**config.mk**
```make
export PLATFORM = sky130hd
export DESIGN_NAME = gpu_cmd_scheduler
export DESIGN_NICKNAME = d
export VERILOG_FILES = /design/src/rtl/gpu_pkg.sv /design/src/rtl/gpu_cmd_fifo.sv /design/src/rtl/gpu_cmd_scheduler.sv
export SDC_FILE = /design/constraint.sdc
export NUM_CORES = 1
export LEC_CHECK = 0
export BUFFER_PORTS_ARGS = -buffer_cell sky130_fd_sc_hd__buf_2
export CORE_UTILIZATION = 55
export DETAILED_ROUTE_END_ITERATION = 7
export PLACE_DENSITY = 0.79
export SLEW_MARGIN = 10
export SYNTH_ARGS = -nofsm -noshare
export SYNTH_HDL_FRONTEND = slang
export SYNTH_SLANG_ARGS = --single-unit
```
**constraint.sdc**
```tcl
create_clock -name clk -period 6.31 [get_ports clk]
set_input_delay 0.631 -clock clk [delete_from_list [all_inputs] [get_ports clk]]
set_output_delay 0.631 -clock clk [all_outputs]
set_load 0.005 [all_outputs]
```
**src/rtl/gpu_pkg.sv**
```systemverilog
// Shared opcodes, scheduler state encoding and default field widths for the
// GPU command scheduler slice.
package gpu_pkg;

    localparam int OPW_DEF = 4;
    localparam int PRW_DEF = 25;

    localparam logic [3:0] OP_NOP   = 4'h0;
    localparam logic [3:0] OP_FENCE = 4'hF;

    typedef enum logic [1:0] {
        IDLE  = 2'd0,
        ISSUE = 2'd1,
        FENCE = 2'd2
    } sched_state_t;

endpackage

```
**src/rtl/gpu_cmd_fifo.sv**
```systemverilog
// Command FIFO with a combinational head read. A push into a full FIFO is
// accepted only when a pop happens in the same cycle.
module gpu_cmd_fifo
    import gpu_pkg::*;
#(
    parameter int DEPTH = 8,
    parameter int W     = OPW_DEF + PRW_DEF
) (
    input  logic                   clk,
    input  logic                   rst,
    input  logic                   push,
    input  logic                   pop,
    input  logic [W-1:0]           wdata,
    output logic [W-1:0]           rdata,
    output logic                   full,
    output logic                   empty,
    output logic [$clog2(DEPTH):0] count
);

    localparam int AW = $clog2(DEPTH);
    localparam int CW = AW + 1;

    logic [W-1:0]  mem_r [DEPTH];
    logic [AW-1:0] wr_ptr_r;
    logic [AW-1:0] rd_ptr_r;
    logic [CW-1:0] count_r;
    logic          do_push_s;
    logic          do_pop_s;

    // Status flags, head read and accepted push/pop qualification
    always_comb begin
        full      = (count_r == CW'(DEPTH));
        empty     = (count_r == {CW{1'b0}});
        rdata     = mem_r[rd_ptr_r];
        count     = count_r;
        do_pop_s  = pop && !empty;
        do_push_s = push && (!full || do_pop_s);
    end

    // Pointers and occupancy; pointers wrap naturally at DEPTH
    always_ff @(posedge clk) begin
        if (rst) begin
            wr_ptr_r <= {AW{1'b0}};
            rd_ptr_r <= {AW{1'b0}};
            count_r  <= {CW{1'b0}};
        end else begin
            if (do_push_s) begin
                wr_ptr_r <= wr_ptr_r + AW'(1);
            end
            if (do_pop_s) begin
                rd_ptr_r <= rd_ptr_r + AW'(1);
            end
            case ({do_push_s, do_pop_s})
                2'b10:   count_r <= count_r + CW'(1);
                2'b01:   count_r <= count_r - CW'(1);
                default: count_r <= count_r;
            endcase
        end
    end

    // Storage array, written at the tail on an accepted push
    always_ff @(posedge clk) begin
        if (do_push_s) begin
            mem_r[wr_ptr_r] <= wdata;
        end
    end

endmodule

```
**src/rtl/gpu_cmd_scheduler.sv**
```systemverilog
// Dispatches buffered GPU commands to the draw engine one at a time,
// discarding NOPs and stalling on FENCE until the engine reports idle.
module gpu_cmd_scheduler
    import gpu_pkg::*;
#(
    parameter int DEPTH = 8,
    parameter int OPW   = OPW_DEF,
    parameter int PRW   = PRW_DEF
) (
    input  logic                   clk,
    input  logic                   rst,
    input  logic                   command_i,
    input  logic [OPW-1:0]         opcode_i,
    input  logic [PRW-1:0]         parameters_i,
    output logic                   cmd_valid_o,
    output logic [OPW-1:0]         cmd_opcode_o,
    output logic [PRW-1:0]         cmd_params_o,
    input  logic                   cmd_ready_i,
    input  logic                   engine_busy_i,
    input  logic                   clear_i,
    output logic                   fence_pending_o,
    output logic                   overflow_o,
    output logic [$clog2(DEPTH):0] count_o
);

    localparam int W  = OPW + PRW;
    localparam int CW = $clog2(DEPTH) + 1;

    sched_state_t   state_r;
    sched_state_t   next_state_s;
    logic           pop_s;
    logic           load_s;
    logic           drop_s;
    logic           full_s;
    logic           empty_s;
    logic [W-1:0]   head_s;
    logic [OPW-1:0] head_op_s;
    logic [PRW-1:0] head_prm_s;
    logic [CW-1:0]  count_s;

    logic           cmd_valid_r;
    logic [OPW-1:0] cmd_opcode_r;
    logic [PRW-1:0] cmd_params_r;
    logic           fence_pending_r;
    logic           overflow_r;

    gpu_cmd_fifo #(
        .DEPTH (DEPTH),
        .W     (W)
    ) u_fifo (
        .clk   (clk),
        .rst   (rst),
        .push  (command_i),
        .pop   (pop_s),
        .wdata ({opcode_i, parameters_i}),
        .rdata (head_s),
        .full  (full_s),
        .empty (empty_s),
        .count (count_s)
    );

    assign head_op_s  = head_s[W-1:PRW];
    assign head_prm_s = head_s[PRW-1:0];

    // A push is dropped only when the FIFO is full and nothing leaves this cycle
    assign drop_s = command_i && full_s && !pop_s;

    // State register
    always_ff @(posedge clk) begin
        if (rst) begin
            state_r <= IDLE;
        end else begin
            state_r <= next_state_s;
        end
    end

    // Next-state, pop and output-load decisions
    always_comb begin
        next_state_s = state_r;
        pop_s        = 1'b0;
        load_s       = 1'b0;
        case (state_r)
            IDLE: begin
                if (!empty_s) begin
                    pop_s = 1'b1;
                    if (head_op_s == OPW'(OP_NOP)) begin
                        next_state_s = IDLE;
                    end else if (head_op_s == OPW'(OP_FENCE)) begin
                        next_state_s = FENCE;
                    end else begin
                        next_state_s = ISSUE;
                        load_s       = 1'b1;
                    end
                end else begin
                    next_state_s = IDLE;
                end
            end
            ISSUE: begin
                if (cmd_ready_i) begin
                    next_state_s = IDLE;
                end else begin
                    next_state_s = ISSUE;
                end
            end
            FENCE: begin
                if (!engine_busy_i) begin
                    next_state_s = IDLE;
                end else begin
                    next_state_s = FENCE;
                end
            end
            default: begin
                next_state_s = IDLE;
            end
        endcase
    end

    // Engine-side output registers; data keeps its last value after a transfer
    always_ff @(posedge clk) begin
        if (rst) begin
            cmd_valid_r     <= 1'b0;
            cmd_opcode_r    <= {OPW{1'b0}};
            cmd_params_r    <= {PRW{1'b0}};
            fence_pending_r <= 1'b0;
        end else begin
            cmd_valid_r     <= (next_state_s == ISSUE);
            fence_pending_r <= (next_state_s == FENCE);
            if (load_s) begin
                cmd_opcode_r <= head_op_s;
                cmd_params_r <= head_prm_s;
            end
        end
    end

    // Sticky overflow flag; a new drop wins over a simultaneous clear
    always_ff @(posedge clk) begin
        if (rst) begin
            overflow_r <= 1'b0;
        end else if (drop_s) begin
            overflow_r <= 1'b1;
        end else if (clear_i) begin
            overflow_r <= 1'b0;
        end
    end

    assign cmd_valid_o     = cmd_valid_r;
    assign cmd_opcode_o    = cmd_opcode_r;
    assign cmd_params_o    = cmd_params_r;
    assign fence_pending_o = fence_pending_r;
    assign overflow_o      = overflow_r;
    assign count_o         = count_s;

endmodule

```
==> results of run 1 <==
[state kept, by name, indices dropped and copies added, names as in the netlist, named ones only]
register	cells
cmd_opcode_o	4
cmd_params_o	25
cmd_valid_o	1
fence_pending_o	1
overflow_o	1
state_r	2
u_fifo.count	4
u_fifo.mem_r	232
u_fifo.rd_ptr_r	3
u_fifo.wr_ptr_r	3
[final timing paths]
path	startpoint	end	slack (ns)	depth (start not counted)
setup reg to reg	flop	cmd_params_o[13]$_SDFFE_PP0P_	2.65	5
hold / removal	parameters_i[9]	u_fifo.mem_r[0][9]$_DFFE_PP_	0.38	1
setup / recovery	flop	cmd_params_o[13]$_SDFFE_PP0P_	2.65	5
hold reg to reg	cmd_opcode_o[2]$_SDFFE_PP0P_	cmd_opcode_o[2]$_SDFFE_PP0P_	0.49	2
[placed cells by master, fill, tap and decap left out, types with 2 or more instances in the layout]
| cell type | Yosys | final |
|---|---|---|
| edfxtp_1 | 232 | 232 |
| buf_2 | 9 | 70 |
| mux4_2 | 58 | 58 |
| dfxtp_1 | 47 | 44 |
| a21oi_1 | 33 | 33 |
| clkbuf_16 | 0 | 28 |
| mux2i_1 | 25 | 25 |
| a211oi_2 | 19 | 19 |
| nor2_1 | 21 | 18 |
| buf_4 | 2 | 11 |
| nand2_1 | 9 | 9 |
| a211oi_1 | 8 | 8 |
| clkbuf_1 | 15 | 7 |
| inv_1 | 5 | 5 |
| ha_1 | 5 | 5 |
| nand2b_1 | 4 | 4 |
| xor2_1 | 4 | 4 |
| o21ai_0 | 3 | 3 |
| nor3_2 | 0 | 3 |
| nor2_2 | 0 | 3 |
| xnor2_1 | 3 | 3 |
| clkbuf_8 | 0 | 3 |
| nor4_1 | 3 | 2 |
| or3_1 | 2 | 2 |
| mux2i_2 | 2 | 2 |
| mux2i_4 | 2 | 2 |
| a21o_1 | 2 | 2 |
| nor2b_1 | 2 | 2 |
| o32ai_1 | 2 | 2 |
| dfxtp_2 | 0 | 2 |
| bufinv_16 | 0 | 2 |
| clkinv_1 | 0 | 2 |
| inv_6 | 0 | 2 |
| clkinvlp_4 | 0 | 2 |
[synth_stat cells, drive strengths merged (2+ instances only)]
cell / instances
nor3: 5
inv: 6
xor2: 4
or3: 2
ha: 5
nand2: 9
nor2: 21
buf: 16
o32ai: 2
nand2b: 4
dfxtp: 47
a21oi: 33
a211oi: 27
o21ai: 3
edfxtp: 232
and2: 2
nor4: 3
o41ai: 2
mux4: 58
a21o: 2
nor2b: 2
xnor2: 3
clkbuf: 15
mux2i: 29
[through the flow]
stage          total power (uW)  hold WS (ns)  cell area, sq um  util [%]
6_report                   5210         0.377             12200      64.8
5_1_grt                    5430         0.370             12200      64.8
4_1_cts                    5240         0.360             12200      64.7
3_5_place_dp               3630         0.481             11300      60.0
3_3_place_gp               3570         0.459             11300      60.0
2_1_floorplan              3340         0.454             10700         -
[worst max-delay path: stages (launching register included)]
cell and delay, ns:
dfxtp_4 0.62, mux4_2 0.57, mux2i_2 0.43, o41a_1 1.08
and2_4 0.61, a211oi_2 0.16
[report_power, final]
group | switching (uW) | internal [uW] | total (uW) | leakage (uW)
registers | 144 | 2150 | 2300 | 0.00250
clock network | 669 | 938 | 1610 | 0.000430
logic | 723 | 582 | 1310 | 0.00105
total | 1540 | 3670 | 5210 | 0.00398
[final cells by class]
type	count	area, sq um
Antenna cell	1	2.50
Clock buffer	38	768
Clock inverter	11	125
Fill cell	1276	6660
Inverter	6	22.5
Multi-Input combinational cell	224	2650
Sequential cell	279	7910
Tap cell	260	325
Timing Repair Buffer	81	433
[kinds of logic after synthesis]
| family | count (synthesis) | synth area share [%] |
|---|---|---|
| flops | 279 | 73.8 |
| mux | 88 | 15.3 |
| compound gates | 74 | 5.40 |
| simple gates | 49 | 2.27 |
| buf+inv | 37 | 1.86 |
| xor+xnor | 7 | 0.572 |
| fa+ha+maj | 6 | 0.771 |
[metal layers]
layer | vias to the layer above | global-route usage [%]
li1 | 2356 | -
met1 | 2787 | 29.4
met2 | 195 | 37.2
met3 | 45 | 2.77
met4 | 0 | 8.38
met5 | - | 0
==> metrics.cfg, run 1 <==
[critical_path]
cp-start-kind = flop
critical_path_class = reg2reg
crit_arrival_ns = 4.01
crit_path_max_fanout = 27
end_kind = flop
required_ns = 6.66

[sta]
clock.fmax_mhz = 273
max-slew-margin-rel_pct = 17.7
maxSlewViolCount = 0
skew_ns = 0.0148
setup_viol = 0
tns_ns = 0
layout_setup_ws_ns = 2.65
grt_setup_unrepaired = no
fin_crit_sh_pct = 58.0
min_period_ns = 3.66
finalHoldViolCount = 0
worst_pin_slew_ns = 1.23

[floorplanning]
die_h_um = 142
start_util_pct = 56.7
fp.dieW_um = 142
core_area_sq_um = 18900
io_pins = 71
dieArea_sq_um = 20000
fp-row-count = 50

[place]
gp_congestion = 0.753
dp_cells = 850
pre_cts_slack_ns = 2.72
hpwl_um = 12000
numPortBuffers = 70

[global_routing]
grt_pass1_vias = 5641
grt_usage_pct = 21.9
antenna_found_initial = 1
grt_max_degree = 45
grt_overflow = 0
grt_pass1_wl_um = 32500

[logic_synthesis]
ys_warn_count = 0
syn_nets = 581
synth_top_area_share_pct = 65.0
synth_edf_count = 232
synth.area.top_cells = edfxtp_1 65%, mux4_2 12%, dfxtp_1 8.8%
syn_area_sq_um = 10700
ys.flop_type = edfxtp_1
synth_cells = 540
synth.avg_cell_area_sq_um = 19.8
ys_ff_latch = 279
ys_seq_area_share_pct = 73.8
synth_area_leader_cell = edfxtp_1
synth_cell_type_count = 41
synthArstFlopShare_pct = 0

[routing]
vias_per_cell = 5.98
drtIter0Drc = 395
routedWlPerCell_um = 23.5
met3WireLength_um = 1240
vias = 5383
wl_met1_um = 8620
drc = 0
wirelength_um = 21200
drt_pass1_iterations = 5
wl_met2_um = 10800
antenna_left = 0
routed.top_layer = met4

[clocking]
cts-resized-gates = 0
insertion_delay_ns = 0.53
root_buffer = clkbuf_16
cts_setup_buffers = 0
h-tree-depth = 1
cts_buffers = 27
clkSinkCount = 279
cts_tree = built
clockBufferDepth = 3
hold_buffers = 0
clkTransAtPathRegs_ns = 0.07

[finish]
fin_cells = 900
nets = 660
drive_above_1_share_pct = 34.1
area_growth_pct = 14.2

[power]
p_per_area_nw_per_um2 = 426
ir_drop_mv = 0.241
p_leak_uw = 0.00398

[hold_path]
hp-class = in2reg

[run_status]
status = finished, final reports clean

[run]
max_cap_viol_count = 0

Note: power is estimated with default switching activity, not from simulation.
==> run 2: changes to the inputs <==
clock period = 3.7 ns   (was 6.31 ns; I/O delays follow)
==> run 2 against run 1 <==
Design area up 0.58%. Clock skew decreased by 0.0032 ns. Global-route usage rose by 0.48 points. Sequential share of layout area fell by 0.37 points. Wire length is 2.1% higher. Sequential cell count unchanged. Combinational power up 77%.
==> metrics.cfg, run 2 (synthesis results as in run 1) <==
[place]
gp_congestion = 0.810
numPortBuffers = 70
hpwl_um = 11500

[critical_path]
timing.critical_path.buf_inv = 0
crit_path_max_fanout = 9
crit_path_cell_trace = o21ai_0 > o41ai_2 > ha_1 > ha_1 > a21o_1 > a21oi_1 > xnor2_1 > or3_1 > a21oi_1
end_kind = flop
cp-start-kind = flop
critical_path_class = reg2reg
slowest_stage = o41ai_2
critPathTopFamily = compound AO/OA/AOI/OAI gates
required_ns = 4.13
cpPeakStageDelay_ns = 0.94
r2r_cells = 9
r2r-start = u_fifo.count[3]$_SDFFE_PP0P_
crit_arrival_ns = 3.48
cp.depth = 9
crit_start = u_fifo.count[3]$_SDFFE_PP0P_

[sta]
max-slew-margin-rel_pct = 21.5
maxSlewViolCount = 0
setup_viol = 0
clock.fmax_mhz = 328
worst_pin_slew_ns = 1.16
tns_ns = 0
finalHoldViolCount = 0
fin_hold_ws_ns = 0.120
min_period_ns = 3.05
fin_crit_sh_pct = 82.5
skew_ns = 0.0116
grt_setup_unrepaired = no

[routing]
drc = 0
vias_per_cell = 6.06
routedWlPerCell_um = 23.9
drt_pass1_iterations = 5
vias = 5487
antenna_left = 0
drtIter0Drc = 272
wirelength_um = 21600

[global_routing]
grt_pass1_vias = 5810
grt_pass1_wl_um = 33100
top_usage_layer = met2
antenna_found_initial = 2
grt_max_degree = 45
grt_overflow = 0
grt_usage_pct = 22.4
gr-usage-met2_pct = 38.8
grtUsageMet1_pct = 28.6
use_met3_pct = 3.54

[floorplanning]
fp.dieW_um = 142
core_area_sq_um = 18900
start_util_pct = 56.7
die_h_um = 142
fp-row-count = 50
io_pins = 71
dieArea_sq_um = 20000

[power]
p_per_area_nw_per_um2 = 730
ir_drop_mv = 0.469
intPower_uw = 6340
p_seq_share_pct = 43.4
clockPowerShare_pct = 30.7
netSwitchingPower_uw = 2640
swShare_pct = 29.4
pwr-share-comb_pct = 25.9
p_leak_uw = 0.00404

[clocking]
cts-resized-gates = 0
cts_tree = built
cts_setup_buffers = 0
clkTransAtPathRegs_ns = 0.06
clockBufferDepth = 3
cts_buffers = 27
h-tree-depth = 1
clkSinkCount = 279
hold_buffers = 0
root_buffer = clkbuf_16
insertion_delay_ns = 0.52

[finish]
area_growth_pct = 14.9
largest_register_ffs = 232
drive_above_1_share_pct = 35.4
final_cell_mix = 232 x edfxtp_1, 70 x buf_2, 58 x mux4_2, 44 x dfxtp_1, 33 x a21oi_1
top_register = u_fifo.mem_r
final_common_cell = edfxtp_1
nets = 665

[run_status]
status = finished, final reports clean

[hold_path]
hold_depth = 3
hp-class = in2reg
hp-start = command_i

[run]
max_cap_viol_count = 0

run 2: changes by cell type in the layout (fill, tap and decap cells not counted), moves of 2 or more:
cell      delta
buf_4        +5
clkbuf_8     +5
clkbuf_1     -4
inv_6        -2
clkinv_2     +4
run 2: worst paths after layout:
check                                 end  slack, ns
max          u_fifo.count[3]$_SDFFE_PP0P_       0.65
min               overflow_o$_SDFFE_PP0P_       0.12
max reg2reg  u_fifo.count[3]$_SDFFE_PP0P_       0.65
min reg2reg  cmd_opcode_o[0]$_SDFFE_PP0P_       0.49
run 2: through the flow:
stage / area [sq um] / utilization [%] / total power [uW] / std cells / worst slack (ns)
2_1_floorplan: 10700 / - / 5700 / 540 / 0.298
3_3_place_gp: 11400 / 60.2 / 6130 / 855 / 0.834
3_5_place_dp: 11400 / 60.2 / 6240 / 855 / 0.666
4_1_cts: 12300 / 65.1 / 9020 / 904 / 0.656
5_1_grt: 12300 / 65.1 / 9340 / 905 / 0.397
6_report: 12300 / 65.1 / 8980 / 906 / 0.647
run 2: power by group through the flow:
stage          clock network [uW]  logic [uW]  registers [uW]
3_5_place_dp                    0        2290            3950
5_1_grt                      2910        2500            3920
6_report                     2760        2320            3900
4_1_cts                      2790        2330            3900
2_1_floorplan                   0        1840            3850
3_3_place_gp                    0        2190            3940
run 2: cell type report:
| cell class | count | area [sq um] |
|---|---|---|
| repair buffers | 86 | 470 |
| clock buffers | 40 | 847 |
| fillers | 1219 | 6590 |
| clock inverters | 9 | 75.1 |
| flip-flops and latches | 279 | 7910 |
| well taps | 260 | 325 |
| inverters | 6 | 22.5 |
| diodes | 2 | 5.00 |
| multi-input cells | 224 | 2650 |
run 2: tightest hold or removal path: cells and delay by family:
family	cells	cell delay [ns]
AOI/OAI and AO/OA	1	0.06
buffers and inverters	1	0.10
and+or+nand+nor	1	0.07
run 2: routing by layer:
layer  share of wire (%)  wire (um)  vias to the layer above
li1                    -          -                     2368
met2                  52      11300                      236
met5                   0          0                        -
met3                 6.0       1290                       43
met1                  39       8440                     2840
met4                 2.7        583                        0
==> run 3: changes to the inputs <==
CORE_UTILIZATION = 54   (was 55)
PLACE_DENSITY = 0.81   (was 0.79)
clock period = 2.8 ns   (was 3.7 ns; I/O delays follow)
==> run 3 against run 2 <==
Clock skew is 0.0041 ns lower. Hold slack worse by 0.11 ns. Register-to-register slack worse by 0.43 ns. Largest cell class unchanged. Largest power group unchanged.
==> metrics.cfg, run 3 (synthesis results as in run 1) <==
[critical_path]
crit_arrival_ns = 3.02
cpPeakStageDelay_ns = 0.56
crit_path_cell_trace = mux4_2 > mux2i_2 > nand4_4 > and2_4 > a211oi_1
crit_path_max_fanout = 27
critical_path_class = reg2reg
required_ns = 3.23
slowest_stage = mux4_2
end_kind = flop
cp-start-kind = flop

[sta]
worst_pin_slew_ns = 0.672
finalHoldViolCount = 0
maxSlewViolCount = 0
grt_setup_unrepaired = no
tns_ns = 0
setup_viol = 0
fin_hold_ws_ns = 0.0125
fin_crit_sh_pct = 92.4
min_period_ns = 2.59
skew_ns = 0.00754
max-slew-margin-rel_pct = 55.2
clock.fmax_mhz = 387

[floorplanning]
fp-row-count = 51
die_h_um = 143
fp.dieW_um = 143
core_area_sq_um = 19500
io_pins = 71
start_util_pct = 55.0
dieArea_sq_um = 20400

[place]
dpl_cell_area_sq_um = 11400
gp_congestion = 0.800
hpwl_um = 12100
numPortBuffers = 70

[finish]
final_cell_mix = 232 x edfxtp_1, 70 x buf_2, 58 x mux4_2, 44 x dfxtp_1, 33 x a21oi_1
nets = 672
drive_above_1_share_pct = 35.4
final_common_cell = edfxtp_1
largest_register_ffs = 232
finish.instance_area_sq_um = 12400
fillers = 1262
top_register = u_fifo.mem_r
area_growth_pct = 15.8
fin_util_pct = 63.7

[clocking]
cts_buffers = 28
root_buffer = clkbuf_16
clockBufferDepth = 3
insertion_delay_ns = 0.53
cts_tree = built
clkTransAtPathRegs_ns = 0.06
clkSinkCount = 279
h-tree-depth = 1

[power]
ir_drop_mv = 0.593
p_leak_uw = 0.00407
power_uw = 12100
p_per_area_nw_per_um2 = 972

[routing]
routedWlPerCell_um = 23.1
vias = 5447
vias_per_cell = 5.92
drtIter0Drc = 403
drt_pass1_iterations = 4
wirelength_um = 21300
drc = 0
antenna_left = 0

[run_status]
status = finished, final reports clean

[global_routing]
grt_overflow = 0
grt_max_degree = 34
antenna_found_initial = 2
grt_pass1_vias = 5677
grt_usage_pct = 21.8
grt_pass1_wl_um = 32600

[hold_path]
hp-class = in2reg

[run]
max_cap_viol_count = 0

==> run 3: where the power goes <==
part           total [uW]  switching (uW)  internal (uW)
clock                3820            1510           2310
sequential           5130             275           4850
combinational        3110            1720           1390
total               12100            3500           8560
==> run 3: cell type report <==
| class | count | area [sq um] | area share, % |
|---|---|---|---|
| timing repair buffer | 92 | 518 | 4.18 |
| inverter | 6 | 22.5 | 0.182 |
| multi-input combinational | 224 | 2650 | 21.4 |
| clock buffer | 42 | 825 | 6.65 |
| clock inverter | 10 | 136 | 1.10 |
| sequential | 279 | 7910 | 63.8 |
| antenna | 2 | 5.00 | 0.0403 |
| tap | 265 | 332 | 2.67 |
==> run 3: what timing repair did <==
action	CTS	global route
hold buffers	1	0
endpoints found under the setup margin	0	0
hold endpoints to repair	8	0
gates resized for setup	0	0
buffers inserted	0	0
==> run 3: critical path: cells and delay by family (launching register included) <==
family | cells | cell delay, ns
simple gates | 2 | 0.69
flops | 1 | 0.51
mux | 2 | 0.96
compound gates | 1 | 0.30
==> run 3: worst paths after layout <==
check | endpoint | startpoint | slack [ns] | depth (start not counted)
max | cmd_params_o[10]$_SDFFE_PP0P_ | flop | 0.21 | 5
min | u_fifo.mem_r[2][26]$_DFFE_PP_ | opcode_i[1] | 0.01 | 1
max reg2reg | cmd_params_o[10]$_SDFFE_PP0P_ | flop | 0.21 | 5
min reg2reg | flop | u_fifo.rd_ptr_r[1]$_SDFFE_PP0N_ | 0.48 | 2
==> run 3: per-layer routing <==
metal	share of wire [%]	wire length, um	global-route usage, %	up-vias
met5	0	0	0	-
met4	2.8	598	8.55	0
met3	5.1	1090	3.35	51
met2	51	10900	37.0	197
met1	41	8750	28.6	2813
li1	-	-	-	2386
==> run 3: metrics by stage <==
step,setup WS (ns),std cells
after floorplan,-0.485,540
after global placement,0.342,865
after detailed placement,0.194,865
after CTS,0.189,918
after global routing,0.0470,920
final,0.214,920
